## src/rtl/alu_arbiter.sv

```systemverilog
// Two-requester front end for a shared combinational ALU: IDLE grants one request, EXEC drives the ALU, RESP holds the result.
// Define ALU_ARB_RR_EN for round-robin arbitration; the default build uses fixed priority with req0 winning ties.
module alu_arbiter #(
    parameter int unsigned XLEN = 32
) (
    input  logic            clk,
    input  logic            rst_n,
    input  logic            req0_valid,
    output logic            req0_ready,
    input  logic [2:0]      req0_opcode,
    input  logic            req0_signal,
    input  logic [XLEN-1:0] req0_a,
    input  logic [XLEN-1:0] req0_b,
    input  logic            req1_valid,
    output logic            req1_ready,
    input  logic [2:0]      req1_opcode,
    input  logic            req1_signal,
    input  logic [XLEN-1:0] req1_a,
    input  logic [XLEN-1:0] req1_b,
    output logic            alu_enable_n,
    output logic [2:0]      alu_opcode,
    output logic            alu_signal,
    output logic [XLEN-1:0] alu_a,
    output logic [XLEN-1:0] alu_b,
    input  logic [XLEN-1:0] alu_result,
    output logic            rsp_valid,
    input  logic            rsp_ready,
    output logic            rsp_id,
    output logic [XLEN-1:0] rsp_result,
    output logic            busy
);

    typedef enum logic [1:0] {
        IDLE,
        EXEC,
        RESP
    } state_t;

    state_t          state_q;
    logic [2:0]      op_q;
    logic            sig_q;
    logic [XLEN-1:0] a_q;
    logic [XLEN-1:0] b_q;
    logic            id_q;
    logic [XLEN-1:0] res_q;
    logic            rsp_id_q;
    logic            rsp_valid_q;
    logic            alu_en_n_q;
    logic            busy_q;

`ifdef ALU_ARB_RR_EN
    // Set means req1 is favoured when both requesters are valid.
    logic            prio_q;
`endif

    logic            gnt0;
    logic            gnt1;
    logic            accept;
    logic [2:0]      op_d;
    logic            sig_d;
    logic [XLEN-1:0] a_d;
    logic [XLEN-1:0] b_d;

    // Grants are gated by rst_n so no ready is raised while reset is held.
    always_comb begin
        gnt0 = 1'b0;
        gnt1 = 1'b0;
        if (rst_n && (state_q == IDLE)) begin
`ifdef ALU_ARB_RR_EN
            if (req0_valid && (!req1_valid || !prio_q)) begin
                gnt0 = 1'b1;
            end else if (req1_valid) begin
                gnt1 = 1'b1;
            end
`else
            if (req0_valid) begin
                gnt0 = 1'b1;
            end else if (req1_valid) begin
                gnt1 = 1'b1;
            end
`endif
        end
    end

    assign accept = gnt0 | gnt1;

    always_comb begin
        op_d  = req0_opcode;
        sig_d = req0_signal;
        a_d   = req0_a;
        b_d   = req0_b;
        if (gnt1) begin
            op_d  = req1_opcode;
            sig_d = req1_signal;
            a_d   = req1_a;
            b_d   = req1_b;
        end
    end

    always_ff @(posedge clk or negedge rst_n) begin
        if (!rst_n) begin
            state_q     <= IDLE;
            op_q        <= '0;
            sig_q       <= 1'b0;
            a_q         <= '0;
            b_q         <= '0;
            id_q        <= 1'b0;
            res_q       <= '0;
            rsp_id_q    <= 1'b0;
            rsp_valid_q <= 1'b0;
            alu_en_n_q  <= 1'b1;
            busy_q      <= 1'b0;
`ifdef ALU_ARB_RR_EN
            prio_q      <= 1'b0;
`endif
        end else begin
            case (state_q)
                IDLE: begin
                    if (accept) begin
                        op_q       <= op_d;
                        sig_q      <= sig_d;
                        a_q        <= a_d;
                        b_q        <= b_d;
                        id_q       <= gnt1;
                        state_q    <= EXEC;
                        alu_en_n_q <= 1'b0;
                        busy_q     <= 1'b1;
`ifdef ALU_ARB_RR_EN
                        prio_q     <= gnt0;
`endif
                    end
                end
                EXEC: begin
                    res_q       <= alu_result;
                    rsp_id_q    <= id_q;
                    rsp_valid_q <= 1'b1;
                    alu_en_n_q  <= 1'b1;
                    state_q     <= RESP;
                end
                RESP: begin
                    if (rsp_ready) begin
                        rsp_valid_q <= 1'b0;
                        busy_q      <= 1'b0;
                        state_q     <= IDLE;
                    end
                end
                default: begin
                    rsp_valid_q <= 1'b0;
                    alu_en_n_q  <= 1'b1;
                    busy_q      <= 1'b0;
                    state_q     <= IDLE;
                end
            endcase
        end
    end

    assign req0_ready   = gnt0;
    assign req1_ready   = gnt1;
    assign alu_enable_n = alu_en_n_q;
    assign alu_opcode   = op_q;
    assign alu_signal   = sig_q;
    assign alu_a        = a_q;
    assign alu_b        = b_q;
    assign rsp_valid    = rsp_valid_q;
    assign rsp_id       = rsp_id_q;
    assign rsp_result   = res_q;
    assign busy         = busy_q;

endmodule

```

## config.mk

```make
export PLATFORM = sky130hd
export DESIGN_NAME = alu_arbiter
export DESIGN_NICKNAME = d
export VERILOG_FILES = /design/src/rtl/alu_arbiter.sv
export SDC_FILE = /design/constraint.sdc
export NUM_CORES = 1
export LEC_CHECK = 0
export ABC_AREA = 1
export CAP_MARGIN = 20
export CORE_MARGIN = 4
export CORE_UTILIZATION = 40
export CTS_CLUSTER_DIAMETER = 100
export CTS_CLUSTER_SIZE = 12
export DETAILED_ROUTE_END_ITERATION = 8
export GPL_ROUTABILITY_DRIVEN = 0
export GPL_TIMING_DRIVEN = 0
export PLACE_DENSITY = 0.82
export SYNTH_ARGS = -nofsm -noshare
export SYNTH_HDL_FRONTEND = slang
export SYNTH_SLANG_ARGS = --single-unit
```

## constraint.sdc

```tcl
create_clock -name clk -period 1.84 [get_ports clk]
set_input_delay 0.46 -clock clk [delete_from_list [all_inputs] [get_ports clk]]
set_output_delay 0.46 -clock clk [all_outputs]
set_load 0.005 [all_outputs]
```

==> results.json, run 1 <==
{
  "ys_warn_count": 0,
  "grt_max_degree": 66,
  "min_period_ns": 1.76,
  "fin_worst_skew_ns": 0.00688,
  "cp_cell_sequence": "nor2_4 > buf_6 > nand3_4 > clkinv_4 > buf_6",
  "finalHoldViolations": 0,
  "syn-num-nets": 848,
  "initial_core_util_pct": 41.1,
  "wirelength_um": 17200,
  "vias_per_cell": 4.46,
  "syn_area_mm2": 0.00520,
  "num_vias": 5151,
  "synth_area_per_cell_um2": 7.71,
  "ys_seq_elements": 107,
  "numCtsBuffers": 9,
  "n_antenna_cell": 0,
  "crit_slowest_cell": "dfrtp_2",
  "dp_hpwl_um": 13000,
  "arrival_ns": 1.30,
  "startpoint_type": "flop",
  "maxSlewHeadroom_pct": 77.0,
  "fin_ws_ns": 0.0838,
  "seq_area_frac_synth_pct": 51.5,
  "io_pins": 279,
  "yosysUniqueCellTypes": 16,
  "status": "finished, final reports clean",
  "crit_fanout": 3,
  "die_y_um": 122,
  "root_buffer": "clkbuf_16",
  "clkTransAtPathRegs_ns": 0.07,
  "grt_pass1_vias": 5092,
  "synth-xor-area-share_pct": 0,
  "synth_compound_area_share_pct": 0.289,
  "drc_errors": 0,
  "htreeDepth": 3,
  "cap_violations": 0,
  "ant_nets": 0,
  "worst-path-buf-inv": 3,
  "syn-instance-count": 675,
  "rr_endpoint": "alu_b[28]",
  "overflow": 0,
  "cts_tree": "yes",
  "endpoint_kind": "output port",
  "worstMarginPinSlew_ns": 0.345,
  "r2r_slack_ns": 0.10,
  "die-area_mm2": 0.0149,
  "first_iter_violations": 202,
  "die_w_um": 122,
  "synth_adder_area_share_pct": 0,
  "cp-endpoint": "req1_ready",
  "crit_required_ns": 1.38,
  "clk_path_buf_depth": 2,
  "insertion_delay_ns": 0.35,
  "slew_violations": 0,
  "fp.coreArea_mm2": 0.0127,
  "p_leak_nw": 4.55,
  "grt_pass1_wl_um": 26400,
  "critical_path.top_delay_family": "flip-flops",
  "avgRoutedWirePerCell_um": 14.9,
  "place_ws_ns": -1.09,
  "r2r_cells": 11,
  "final.period_utilization_pct": 95.4,
  "drive_above_1_share_pct": 10.4,
  "r2r-start": "state_q[0]",
  "max_freq_mhz": 569,
  "hp-class": "input pin to async pin",
  "synth_top_family_by_area": "simple AND/OR/NAND/NOR gates",
  "ir_drop_mv": 0.590,
  "layout.nets": 1150,
  "power_density_mw_per_mm2": 1170,
  "finalSetupViolCount": 0,
  "startpoint": "state_q[0]",
  "first_pass_iters": 4,
  "rows": 41,
  "grt_usage_pct": 22.8,
  "area_growth_pct": 67.0,
  "cp_num_cells": 5,
  "hold_ws_ns": 0.100,
  "path_common_cell": "buf_6",
  "cpPeakStageDelay_ns": 0.43,
  "antenna_found_initial": 0,
  "cts.sinks": 107,
  "synthMuxAreaShare_pct": 6.93,
  "port_buffers": 278,
  "criticalPathCategory": "flop to output port",
  "synth-simple-area-share_pct": 27.7
}
-- layout make-up --
type	instances	area, um^2
inverter	145	552
timing repair buffer	292	2930
fill	1017	3980
tap	172	215
clock buffer	9	225
multi-input combinational	392	1860
buffer	30	174
clock inverter	7	51.3
sequential	107	2680
-- synth_stat cells --
cell type | instances | share of area, %
buf_6 | 2 | 0.43
o21ai_0 | 3 | 0.29
inv_1 | 143 | 10
dfstp_2 | 1 | 0.51
nand3_2 | 1 | 0.19
nand2_1 | 280 | 20
nand2_2 | 1 | 0.12
buf_4 | 2 | 0.29
inv_2 | 2 | 0.14
buf_2 | 21 | 2.0
nand3_1 | 70 | 6.7
nor2_2 | 1 | 0.12
clkbuf_1 | 6 | 0.43
mux2_2 | 32 | 6.9
nor2_1 | 4 | 0.29
dfrtp_1 | 106 | 51
-- flip-flops by register name, indices dropped and copies added, names as in the netlist --
signal	count
rsp_result	32
alu_a	32
alu_signal	1
rsp_id	1
state_q	2
alu_b	32
alu_enable_n	1
alu_opcode	3
rsp_valid	1
id_q	1
busy	1
-- layer usage --
| layer | part of all wire (%) | GRT usage [%] | vias to the layer above | wire length [um] |
|---|---|---|---|---|
| li1 | - | - | 2588 | - |
| met5 | 0 | 0 | - | 0 |
| met2 | 50 | 40.0 | 197 | 8610 |
| met3 | 11 | 8.50 | 24 | 1840 |
| met1 | 37 | 25.8 | 2342 | 6390 |
| met4 | 2.0 | 7.28 | 0 | 344 |
-- worst min-delay path by stage --
stage | startpoint | end | depth (start not counted)
finish | rst_n | rsp_result[10] | 2
global route | rst_n | rsp_result[25] | 2
CTS | rst_n | rsp_result[25] | 2
detailed placement | busy | busy | 2
global placement | busy | busy | 2
floorplan | rst_n | alu_a[0] | 0
-- timing repair --
action | 4_1_cts | 5_1_grt
resized for setup | 33 | 7
setup buffers | 9 | 1
endpoints found under the setup margin | 72 | 12
hold buffers | 3 | 0
hold endpoints to repair | 5 | 0
pin swaps | 3 | 1
-- placed cells by master, fill, tap and decap left out, types with 3 or more instances in the layout --
cell type and instances:
buf_2 19, buf_4 10, buf_6 5, clkbuf_16 9, clkbuf_2 7, clkdlybuf4s50_1 272
dfrtp_1 105, dlygate4sd2_1 3, inv_1 143, mux2_2 32, nand2_1 280, nand3_1 69
nor2_1 3, o21ai_0 3
-- report_power, final --
| group | internal, W | switching [W] | total, W |
|---|---|---|---|
| clock network | 0.000927 | 0.000915 | 0.00184 |
| logic | 0.00276 | 0.00162 | 0.00438 |
| registers | 0.00338 | 0.000572 | 0.00395 |
| total | 0.00706 | 0.00311 | 0.0102 |
-- cell families after synthesis --
| group | after synthesis |
|---|---|
| AND/OR/NAND/NOR | 357 |
| flip-flops | 107 |
| AO/OA/AOI/OAI | 3 |
| multiplexers | 32 |
| buffers and inverters | 176 |
-- worst reg2reg max path: stages, from the launching register on --
cell	delay, ns
dfrtp_2	0.43
nor2_4	0.15
buf_6	0.12
nand3_4	0.08
buf_4	0.15
buf_8	0.12
nand2_8	0.09
inv_4	0.06
buf_6	0.14
buf_6	0.14
nand2_1	0.08
nand2_1	0.07
-- per-stage QoR --
step           std cells  util [%]  instance area (um^2)  power, W   TNS, ns
4_1_cts             1154      68.5                  8690    0.0103   -0.0427
3_5_place_dp        1126      64.9                  8230   0.00829    -33.81
5_1_grt             1154      68.6                  8690    0.0108  -0.00143
6_report            1154      68.6                  8690    0.0102         0
3_3_place_gp        1125      64.7                  8200   0.00814   -800.07
2_1_floorplan        675         -                  5200   0.00531         0
Power figures use the tool's default switching activity.
==> run 2, diff against run 1 <==
--- a/config.mk
+++ b/config.mk
@@ -8,13 +8,12 @@
 export ABC_AREA = 1
 export CAP_MARGIN = 20
 export CORE_MARGIN = 4
-export CORE_UTILIZATION = 40
+export CORE_UTILIZATION = 29
 export CTS_CLUSTER_DIAMETER = 100
 export CTS_CLUSTER_SIZE = 12
 export DETAILED_ROUTE_END_ITERATION = 8
 export GPL_ROUTABILITY_DRIVEN = 0
 export GPL_TIMING_DRIVEN = 0
-export PLACE_DENSITY = 0.82
 export SYNTH_ARGS = -nofsm -noshare
 export SYNTH_HDL_FRONTEND = slang
 export SYNTH_SLANG_ARGS = --single-unit
==> run 2 against run 1 <==
Critical path type unchanged. Fmax up 0.41%. Critical endpoint unchanged. Final cell count up 3.8%. Via count down 3.0%. Global-route usage down 6.1 points. Worst setup slack better by 0.0072 ns. Die area up 35%. Clock power up 6%. Combinational power down 1%. Sequential cell count unchanged. Core utilization down 19 points. Hold slack worse by 0.067 ns.
==> results.json, run 2 (synthesis gave the netlist of run 1 again) <==
{
  "port_buffers": 278,
  "overflow": 0,
  "fp.coreArea_mm2": 0.0174,
  "die-area_mm2": 0.0201,
  "finalSetupViolCount": 0,
  "clkTransAtPathRegs_ns": 0.07,
  "power_density_mw_per_mm2": 1170,
  "insertion_delay_ns": 0.35,
  "htreeDepth": 3,
  "cap_violations": 0,
  "cts_tree": "yes",
  "drc_errors": 0,
  "area_growth_pct": 66.6,
  "rsz0062_at_grt": "false",
  "status": "finished, final reports clean",
  "dp_hpwl_um": 13100,
  "first_iter_violations": 143,
  "endpoint_kind": "output port",
  "num_vias": 4995,
  "first_pass_iters": 4,
  "drive_above_1_share_pct": 9.35,
  "clk_path_buf_depth": 2,
  "initial_core_util_pct": 29.9,
  "final.period_utilization_pct": 95.1,
  "postLayoutCellArea_mm2": 0.00867,
  "detailed_place.area_mm2": 0.00830,
  "antenna_found_initial": 0,
  "r2r-start": "state_q[0]",
  "hp-class": "input pin to async pin",
  "r2r_cells": 9,
  "numCtsBuffers": 9,
  "slew_violations": 0,
  "grt_pass1_vias": 4934,
  "ir_drop_mv": 0.625,
  "max_freq_mhz": 572,
  "criticalPathCategory": "flop to output port",
  "p_leak_nw": 4.50,
  "ant_nets": 0,
  "cp-endpoint": "req1_ready",
  "layout.nets": 1143,
  "maxSlewHeadroom_pct": 64.9,
  "cpPeakStageDelay_ns": 0.42,
  "fin_worst_skew_ns": 0.00730,
  "startpoint_type": "flop",
  "crit_slowest_cell": "dfrtp_2",
  "final_cell_mix": "280 x nand2_1, 272 x clkdlybuf4s50_1, 142 x inv_1, 105 x dfrtp_1, 69 x nand3_1",
  "worstMarginPinSlew_ns": 0.526,
  "die_y_um": 142,
  "wirelength_um": 17100,
  "rows": 48,
  "die_w_um": 142,
  "cp_cell_sequence": "nor2_4 > nand3_4 > clkinv_4 > buf_6",
  "grt_max_degree": 56,
  "io_pins": 279,
  "place_ws_ns": -1.12,
  "r2r_slack_ns": 0.14,
  "grt_pass1_wl_um": 26500,
  "final_common_cell": "nand2_1",
  "finalHoldViolations": 0,
  "min_period_ns": 1.75,
  "startpoint": "state_q[0]",
  "avgRoutedWirePerCell_um": 14.2,
  "root_buffer": "clkbuf_16",
  "rr_endpoint": "alu_b[30]",
  "arrival_ns": 1.29,
  "grt_usage_pct": 16.7,
  "crit_required_ns": 1.38,
  "vias_per_cell": 4.17,
  "cts_hold_buf": 0,
  "cts.sinks": 107,
  "n_antenna_cell": 0,
  "crit_fanout": 3,
  "fin_ws_ns": 0.0910
}
## run 2: repair_timing
| action | in CTS | in global routing |
|---|---|---|
| buffers inserted | 6 | 0 |
| setup endpoints to repair | 72 | 3 |
| gates resized for setup | 25 | 3 |
| pin swaps | 4 | 2 |
| gates cloned | 0 | 0 |
## run 2: critical path: cells and delay by family, from the launching register on
family,cells,cell delay (ns)
simple gates,2,0.31
flops,1,0.42
buf+inv,2,0.21
## run 2: metal layers
layer / routed length [um] / global-route usage (%)
met5: 0 / 0
met4: 136 / 3.94
met2: 7700 / 26.8
met3: 1790 / 6.25
met1: 7430 / 21.6
## run 2: report_power, final
part           leakage, nW  internal (W)  switching (W)  total (W)
sequential            1.30       0.00338       0.000524    0.00390
combinational         3.07       0.00273        0.00160    0.00433
clock                0.141       0.00108       0.000864    0.00195
total                 4.50       0.00719        0.00299     0.0102
## run 2: metrics by stage
stage          total power [W]  setup TNS (ns)  hold slack, ns  instances  utilization (%)
3_3_place_gp           0.00826         -856.39           0.455       1178             47.5
5_1_grt                 0.0109               0          0.0607       1198             49.8
2_1_floorplan          0.00531               0           0.164        675                -
3_5_place_dp           0.00830          -34.32           0.464       1179             47.6
6_report                0.0102               0          0.0331       1198             49.8
4_1_cts                 0.0104               0          0.0502       1199             49.8
## run 2: layout make-up
type	instances	area, um^2
repair buffers	285	2860
clock buffers	10	239
multi-input cells	392	1850
fillers	1761	8750
flip-flops and latches	107	2680
plain buffers	30	161
inverters	145	549
well taps	225	282
clock inverters	4	51.3
## run 2: worst min-delay path by stage
stage / from / end / slack (ns)
final: rst_n / rsp_result[6] / 0.03
after detailed placement: rst_n / rsp_result[9] / 0.46
after global placement: busy / busy / 0.45
after CTS: rst_n / rsp_result[6] / 0.05
after floorplan: rst_n / alu_a[0] / 0.16
after global routing: rst_n / rsp_result[23] / 0.06
==> run 3, diff against run 2 <==
--- a/config.mk
+++ b/config.mk
@@ -5,7 +5,6 @@
 export SDC_FILE = /design/constraint.sdc
 export NUM_CORES = 1
 export LEC_CHECK = 0
-export ABC_AREA = 1
 export CAP_MARGIN = 20
 export CORE_MARGIN = 4
 export CORE_UTILIZATION = 29
==> run 3 against run 2 <==
Clock skew down 0.00065 ns. Wire length fell by 13%. Final cell count is 30% lower. Synthesized cell count down 54%. Hold slack improved by 0.0091 ns. Via count shrank 27%. Critical path depth is the same. Area after synthesis down 6.2%. Critical path type unchanged. Largest cell class unchanged. Highest routed layer unchanged.
==> results.json, run 3 <==
{
  "yosysTopAreaCell": "dfrtp_1",
  "drc_errors": 0,
  "fin_ws_ns": 0.0149,
  "rows": 47,
  "synth-edff-count": 0,
  "synthTopCellsByCount": "151 x mux2_2, 106 x dfrtp_1, 18 x mux2_4",
  "wirelength_um": 14800,
  "cp_cell_sequence": "nor3b_4 > buf_4 > nor2b_4 > buf_6",
  "initial_core_util_pct": 29.5,
  "endpoint_kind": "output port",
  "clkTransAtPathRegs_ns": 0.07,
  "synth_compound_area_share_pct": 0.821,
  "grt_pass1_vias": 4129,
  "post-synth-top-count-cell": "mux2_2",
  "avgRoutedWirePerCell_um": 17.6,
  "wl_met1_um": 5480,
  "syn_area_mm2": 0.00488,
  "yosysUniqueCellTypes": 16,
  "place_ws_ns": -1.11,
  "fin_worst_skew_ns": 0.00665,
  "crit_required_ns": 1.38,
  "crit_fanout": 3,
  "hp-class": "input pin to async pin",
  "root_buffer": "clkbuf_16",
  "synthMuxAreaShare_pct": 40.4,
  "hold_ws_ns": 0.0423,
  "ys_seq_elements": 107,
  "htreeDepth": 3,
  "clk_path_buf_depth": 2,
  "p_leak_nw": 3.52,
  "io_pins": 279,
  "num_vias": 3650,
  "grt_usage_pct": 15.0,
  "arrival_ns": 1.37,
  "port_buffers": 278,
  "maxSlewHeadroom_pct": 57.9,
  "min_period_ns": 1.83,
  "finalHoldViolations": 0,
  "slew_violations": 0,
  "drive_above_1_share_pct": 36.6,
  "layout.nets": 786,
  "seq_area_frac_synth_pct": 54.9,
  "ant_nets": 0,
  "met2_wirelength_um": 7630,
  "wl_met3_um": 1460,
  "yosys.area.top_type_share_pct": 54.4,
  "cpPeakStageDelay_ns": 0.43,
  "ys_warn_count": 0,
  "final_cell_mix": "272 x clkdlybuf4s50_1, 151 x mux2_2, 105 x dfrtp_1, 18 x mux2_4, 10 x buf_6",
  "ir_drop_mv": 0.612,
  "status": "finished, final reports clean",
  "numCtsBuffers": 9,
  "max_freq_mhz": 548,
  "die-area_mm2": 0.0190,
  "fp.coreArea_mm2": 0.0165,
  "synth-simple-area-share_pct": 1.08,
  "startpoint_type": "flop",
  "cts_tree": "yes",
  "n_antenna_cell": 0,
  "die_w_um": 138,
  "area_growth_pct": 75.0,
  "final.period_utilization_pct": 99.2,
  "yosys-top-cells-area": "dfrtp_1 54%, mux2_2 35%, mux2_4 5.5%, buf_4 1.1%, buf_2 1.0%",
  "synth_adder_area_share_pct": 0,
  "grt_pass1_wl_um": 21800,
  "vias_per_cell": 4.36,
  "crit_slowest_cell": "dfrtp_2",
  "power_density_mw_per_mm2": 1220,
  "synth-xor-area-share_pct": 0,
  "insertion_delay_ns": 0.34,
  "top_layer": "met4",
  "syn-instance-count": 311,
  "final_common_cell": "clkdlybuf4s50_1",
  "synth_top_family_by_area": "multiplexers",
  "finalSetupViolCount": 0,
  "criticalPathCategory": "flop to output port",
  "first_iter_violations": 41,
  "worstMarginPinSlew_ns": 0.630,
  "cts.sinks": 107,
  "synthArstFlopShare_pct": 100,
  "rsz0062_at_grt": "true",
  "antenna_found_initial": 0,
  "synth_ff_type": "dfrtp_1",
  "fill_cells": 1424,
  "die_y_um": 138,
  "dp_hpwl_um": 11100,
  "syn-num-nets": 484,
  "first_pass_iters": 4,
  "synth_area_per_cell_um2": 15.7,
  "overflow": 0,
  "grt_max_degree": 30,
  "cap_violations": 0
}
## run 3: cell types whose count changed in the layout (fill, tap and decap cells not counted), moves of 4 or more
cell,previous run,this run
buf_2,20,9
buf_6,4,10
bufbuf_16,0,4
inv_1,142,0
mux2_4,0,18
mux2_2,32,151
clkbuf_1,5,1
nand3_1,69,0
nand2_1,280,0
## run 3: worst max-delay path, delay by kind of cell, from the launching register on
kind,cells,cell delay (ns)
flops,1,0.43
buf+inv,2,0.24
simple gates,2,0.35
## run 3: cell type report
cell class                      count  area, um^2  area share [%]
Buffer                             20         186            2.18
Clock buffer                       10         229            2.68
Clock inverter                      6        65.1           0.762
Multi-Input combinational cell    184        2090            24.4
Sequential cell                   107        2680            31.4
Tap cell                          220         275            3.22
Timing Repair Buffer              291        3020            35.3
## run 3: what timing repair did
action	CTS	global route
setup endpoints to repair	74	5
gates cloned	4	0
gates resized for setup	23	14
hold buffers	1	0
buffers inserted	7	0
endpoints found under the hold margin	11	0
pin swaps	1	1
## run 3: path summary, 6_finish.rpt
check | start | to | slack [ns] | depth (start not counted)
setup / recovery | state_q[0] | req1_ready | 0.01 | 4
hold / removal | rst_n | alu_a[24] | 0.04 | 1
setup reg to reg | state_q[0] | alu_b[7] | 0.10 | 6
hold reg to reg | rsp_valid | rsp_valid | 0.49 | 1
max in group asynchronous | rst_n | alu_a[20] | 0.73 | 2
min in group clk | rsp_valid | rsp_valid | 0.49 | 1
## run 3: kinds of logic (layout without fill, tap and decap cells)
family	after synthesis	in the layout
buffers and inverters	20	327
AOI/OAI and AO/OA	6	6
and+or+nand+nor	9	9
DFF	107	107
muxes	169	169
## run 3: through the flow
step | setup TNS [ns] | total power [W] | util (%) | cell area (um^2) | instances
global route | -0.0782 | 0.0111 | 51.7 | 8540 | 838
floorplan | 0 | 0.00550 | - | 4880 | 311
CTS | -0.0335 | 0.0106 | 51.4 | 8500 | 838
global placement | -748.52 | 0.00844 | 48.0 | 7940 | 809
finish | 0 | 0.0104 | 51.7 | 8540 | 838
detailed placement | -79.61 | 0.00854 | 48.2 | 7960 | 810
## run 3: report_power, final
part	internal, W	leakage, nW	total, W	switching, W
clock network	0.00106	0.143	0.00191	0.000856
registers	0.00343	1.25	0.00398	0.000549
logic	0.00323	2.13	0.00454	0.00131
total	0.00772	3.52	0.0104	0.00272
## run 3: layer usage
layer  track usage, %  up-vias
met2             27.8      155
met3             5.08       12
li1                 -     1717
met4             4.61        0
met5                0        -
met1             16.1     1766
